===== config.mk =====
export PLATFORM = sky130hd
export DESIGN_NAME = mux_nto1_scan
export DESIGN_NICKNAME = d
export VERILOG_FILES = /design/src/rtl/mux_nto1_scan.sv
export SDC_FILE = /design/constraint.sdc
export NUM_CORES = 1
export LEC_CHECK = 0
export ABC_AREA = 1
export CORE_ASPECT_RATIO = 0.7
export CORE_MARGIN = 8
export CORE_UTILIZATION = 58
export DETAILED_ROUTE_END_ITERATION = 7
export DONT_BUFFER_PORTS = 1
export PLACE_DENSITY = 0.76
export SLEW_MARGIN = 20
export SYNTH_ARGS = -nofsm -noshare
export SYNTH_HDL_FRONTEND = slang
export SYNTH_SLANG_ARGS = --single-unit

===== constraint.sdc =====
create_clock -name clk -period 3.1 [get_ports clk]
set_input_delay 0.62 -clock clk [delete_from_list [all_inputs] [get_ports clk]]
set_output_delay 0.62 -clock clk [all_outputs]
set_load 0.02 [all_outputs]

===== src/rtl/mux_nto1_scan.sv =====
// Registered N-to-1 channel sequencer with direct select, round-robin scan and freeze.
// y, y_valid, ch_idx and scan_wrap all update together, one cycle after the inputs.
module mux_nto1_scan #(
    parameter int N       = 8,
    parameter int W       = 4,
    parameter int DWELL_W = 8
) (
    input  logic                     clk,
    input  logic                     rst_n,
    input  logic [N*W-1:0]           d,
    input  logic [$clog2(N)-1:0]     sel,
    input  logic [1:0]               mode,
    input  logic [N-1:0]             en_mask,
    input  logic [DWELL_W-1:0]       dwell,
    output logic [W-1:0]             y,
    output logic                     y_valid,
    output logic [$clog2(N)-1:0]     ch_idx,
    output logic                     scan_wrap
);

    localparam int SEL_W = $clog2(N);

    localparam logic [1:0] MODE_DIRECT = 2'b00;
    localparam logic [1:0] MODE_SCAN   = 2'b01;
    localparam logic [1:0] MODE_FREEZE = 2'b10;

    logic [W-1:0]       y_q, y_d;
    logic               y_valid_q, y_valid_d;
    logic [SEL_W-1:0]   ch_idx_q, ch_idx_d;
    logic               scan_wrap_q, scan_wrap_d;
    logic [DWELL_W-1:0] cnt_q, cnt_d;
    logic [1:0]         prev_mode_q, prev_mode_d;

    logic [W-1:0]       ch_data [N];
    logic [SEL_W-1:0]   s;
    logic               sel_ok;

    // Circular search for an enabled channel; the exclusive form visits start last,
    // so a single enabled channel finds itself.
    function automatic logic [SEL_W-1:0] find_enabled(
        input logic [SEL_W-1:0] start,
        input logic [N-1:0]     mask,
        input logic             inclusive
    );
        logic [SEL_W-1:0] r;
        logic [SEL_W-1:0] idx_s;
        logic             found;
        int               idx;
        r     = start;
        found = 1'b0;
        for (int i = 0; i < N; i++) begin
            idx = int'(start) + i + (inclusive ? 0 : 1);
            if (idx >= N) begin
                idx = idx - N;
            end
            idx_s = SEL_W'(idx);
            if (!found && mask[idx_s]) begin
                r     = idx_s;
                found = 1'b1;
            end
        end
        return r;
    endfunction

    always_comb begin
        for (int k = 0; k < N; k++) begin
            ch_data[k] = d[k*W +: W];
        end
    end

    assign sel_ok = (int'(sel) < N);

    always_comb begin
        y_d         = y_q;
        y_valid_d   = y_valid_q;
        ch_idx_d    = ch_idx_q;
        cnt_d       = cnt_q;
        scan_wrap_d = 1'b0;
        prev_mode_d = mode;
        s           = ch_idx_q;

        case (mode)
            MODE_DIRECT: begin
                cnt_d = '0;
                if (sel_ok) begin
                    s         = sel;
                    ch_idx_d  = s;
                    y_d       = ch_data[s];
                    y_valid_d = 1'b1;
                end else begin
                    y_d       = '0;
                    y_valid_d = 1'b0;
                end
            end
            MODE_SCAN: begin
                if (en_mask == '0) begin
                    // Recording freeze forces the entry search once the mask returns.
                    y_d         = '0;
                    y_valid_d   = 1'b0;
                    prev_mode_d = MODE_FREEZE;
                end else begin
                    if (prev_mode_q != MODE_SCAN) begin
                        cnt_d = '0;
                        s     = find_enabled(ch_idx_q, en_mask, 1'b1);
                    end else if (cnt_q < dwell) begin
                        cnt_d = cnt_q + 1'b1;
                        s     = ch_idx_q;
                    end else begin
                        cnt_d       = '0;
                        s           = find_enabled(ch_idx_q, en_mask, 1'b0);
                        scan_wrap_d = (s <= ch_idx_q);
                    end
                    ch_idx_d  = s;
                    y_d       = ch_data[s];
                    y_valid_d = 1'b1;
                end
            end
            default: begin
                if (prev_mode_q == MODE_SCAN) begin
                    cnt_d = '0;
                end
            end
        endcase
    end

    always_ff @(posedge clk) begin
        if (!rst_n) begin
            y_q         <= '0;
            y_valid_q   <= 1'b0;
            ch_idx_q    <= '0;
            scan_wrap_q <= 1'b0;
            cnt_q       <= '0;
            prev_mode_q <= MODE_FREEZE;
        end else begin
            y_q         <= y_d;
            y_valid_q   <= y_valid_d;
            ch_idx_q    <= ch_idx_d;
            scan_wrap_q <= scan_wrap_d;
            cnt_q       <= cnt_d;
            prev_mode_q <= prev_mode_d;
        end
    end

    assign y         = y_q;
    assign y_valid   = y_valid_q;
    assign ch_idx    = ch_idx_q;
    assign scan_wrap = scan_wrap_q;

endmodule


==> flow_metrics.tcl <==
set metrics [dict create \
    number_of_antenna_violations_at_the_first_check_in_global_routing 0 \
    cts_tree "done" \
    synth_async_sr_flop_share 0 \
    insertedDiodeCount 0 \
    vias 4145 \
    postSynthRegisterBits 19 \
    core_region_area_um2 5700 \
    clock_latency_ns 0.26 \
    max_cap_viol_count 0 \
    finish_stage_setup_viols 0 \
    fmax_ghz 0.339 \
    category_of_the_worst_setup_path_launch_point "register" \
    place_congestion 1.00 \
    timing.setup.critical_path_class "reg -> reg" \
    largest_net_degree_at_the_start_of_global_routing 26 \
    placement_rows 23 \
    detail_route.vias_per_cell 5.73 \
    yosys_warnings 0 \
    die_w_um 108 \
    final.setup_skew_ns 0.00246 \
    n_fill_cell 543 \
    total_placed_instance_area_um2 3530 \
    synth_top_flop_cell "dfxtp_1" \
    num_io_pins 64 \
    max_slew_margin 0.660 \
    post_detailed_routing_wire_length_um 10900 \
    routedWlPerCell_um 15.1 \
    clkTransAtPathRegs_ns 0.07 \
    cp_data_arrival_time_ns 3.09 \
    design_area_um2 3870 \
    cells_after_dpl 704 \
    grt_pass1_vias 3495 \
    cts_buffer_depth 2 \
    synthesis.nets 702 \
    placement.io_buffers 0 \
    cts.root.buffer_cell "clkbuf_8" \
    p_leak_nw 2.07 \
    final_critical_path_share_of_the_clock_period 0.952 \
    detailedPlacementHpwl_um 8210 \
    die_h_um 80.2 \
    totalPowerFinal_mw 1.55 \
    cts-buffers-inserted 3 \
    cts_hold_buf 0 \
    number_of_clock_sinks 19 \
    final_max_slew_viol_count 0 \
    globalRouteOverflowTotal 0 \
    firstDrtPassIters 5 \
    synth.top_cell.area_share 0.249 \
    timing.final.hold_violations 0 \
    timing.hold.worst.class "in -> reg" \
    share_of_post_route_cells_with_drive_strength_above_1 0.154 \
    synth.lib_cells_used.distinct 38 \
    drc_errors 0 \
    htree_levels 1 \
    initialDrtViolationCount 509 \
    final_cell_count_no_fill 723 \
    drtAntennaViolNets 0 \
    max-vdd-ir-drop_uv 198 \
    ys_seq_area_frac 0.111 \
    first_pass_grt_wire_length_um 16400 \
    post_synth_instance_area_um2 3420 \
    design.die.area_um2 8640 \
    end_kind "register" \
    synth_area_leaders "nand2_1 (25%), dfxtp_1 (11%), inv_1 (10%), nand3_1 (9.4%), a21oi_1 (6.3%)" \
    syn2layout_area_growth_pct 13.3 \
    crit_fanout 16 \
    edff_count_synth 0 \
    min_period_ns 2.95 \
    cp.required_ns 3.24 \
    finalHoldWorstSlack_ns 0.455 \
    globalRouteTotalUtil 0.229 \
    powerDensity_nw_per_um2 401 \
    final.setup.tns_ns 0 \
    post_synth.cell_area_avg_um2 5.40 \
    post_synth_inst_count 632 \
    initial_utilization 0.599 \
    tightest_slew_ns 0.508 \
    status "complete, no violations" \
    finish.net_count 719 \
    synth_area_leader_cell "nand2_1" \
]
==> power breakdown <==
| part | switching (mW) | leakage, nW | internal, mW |
|---|---|---|---|
| clock network | 0.0865 | 0.0255 | 0.0895 |
| logic | 0.709 | 1.88 | 0.396 |
| registers | 0.0166 | 0.157 | 0.255 |
==> flip-flops by register name, indices dropped and copies added, names as in the netlist <==
name / flops
ch_idx: 3
y: 4
y_valid: 1
cnt_q: 8
scan_wrap: 1
prev_mode_q: 2
==> synth_stat cells, drive strengths merged (2+ instances only) <==
cell type / number
a21oi: 43
a221oi: 4
a22oi: 2
buf: 12
clkbuf: 6
dfxtp: 19
ha: 15
inv: 99
nand2: 246
nand3: 72
nand3b: 10
nand4: 13
nor2: 34
nor3: 4
nor4: 2
o211ai: 6
o21ai: 36
xnor2: 2
xor2: 2
==> metrics by stage <==
stage               setup slack, ns  utilization
CTS                          0.0155        0.628
detailed placement           0.0302        0.619
global route                -0.0848        0.679
finish                        0.147        0.679
floorplan                    0.0165            -
global placement             0.0762        0.619
==> worst paths after layout <==
path / from / slack, ns / cells after the start / endpoint
max: ch_idx[0] / 0.15 / 24 / y[2]
min: rst_n / 0.45 / 1 / prev_mode_q[1]
max reg2reg: ch_idx[0] / 0.15 / 24 / y[2]
min reg2reg: cnt_q[1] / 0.51 / 2 / cnt_q[1]
==> placed cells by master, fill, tap and decap left out, drive strengths merged, types with 13 or more instances in the layout <==
| cell type | Yosys | routed |
|---|---|---|
| buf | 12 | 25 |
| dfxtp | 19 | 19 |
| o21ai | 36 | 36 |
| inv | 99 | 99 |
| nand3 | 72 | 72 |
| nand4 | 13 | 13 |
| nor2 | 34 | 34 |
| a21oi | 43 | 43 |
| ha | 15 | 15 |
| nand2 | 246 | 248 |
==> logic make-up after synthesis <==
logic type	synth area share
buffers and inverters	0.145
XOR/XNOR	0.0103
adder cells (fa/ha/maj)	0.0549
AO/OA/AOI/OAI	0.156
AND/OR/NAND/NOR	0.522
flip-flops	0.111
==> repair_timing <==
action	CTS	global route
gates resized for setup	0	45
setup endpoints to repair	0	7
setup buffers	0	11
==> worst max-delay path, cell delays in order (launching register included) <==
cell and delay [ns]:
dfxtp_4 0.39, inv_4 0.06, ha_4 0.33, inv_8 0.06
nand2_2 0.09, nand2_4 0.08, nand2_1 0.09, nand2_1 0.07
nand2_2 0.09, nand2_4 0.07, nor2_8 0.14, nand3_4 0.09
nor2_4 0.13, nand3_4 0.10, nand2_2 0.10, nand3_2 0.09
nand2_4 0.15, buf_12 0.15, nand3_1 0.07, nand2_1 0.09
inv_2 0.04, nand3_1 0.07, nand3_1 0.10, nand3_1 0.11
a21oi_2 0.05
==> metal layers <==
| metal | GRT usage | up-vias | part of all wire |
|---|---|---|---|
| met5 | 0 | - | 0 |
| met3 | 0.0592 | 8 | 0.12 |
| met1 | 0.332 | 1829 | 0.45 |
| li1 | - | 2085 | - |
| met2 | 0.333 | 223 | 0.43 |
| met4 | 0.0345 | 0 | 0.0075 |
==> cell type report <==
cell class / count / area [µm²] / area share
Clock buffer: 3 / 41.3 / 0.0107
Clock inverter: 1 / 5.00 / 0.00129
Inverter: 99 / 382 / 0.0986
Multi-Input combinational cell: 498 / 2670 / 0.689
Sequential cell: 19 / 388 / 0.100
Tap cell: 75 / 93.8 / 0.0242
Timing Repair Buffer: 28 / 293 / 0.0756
Power figures use the tool's default switching activity.
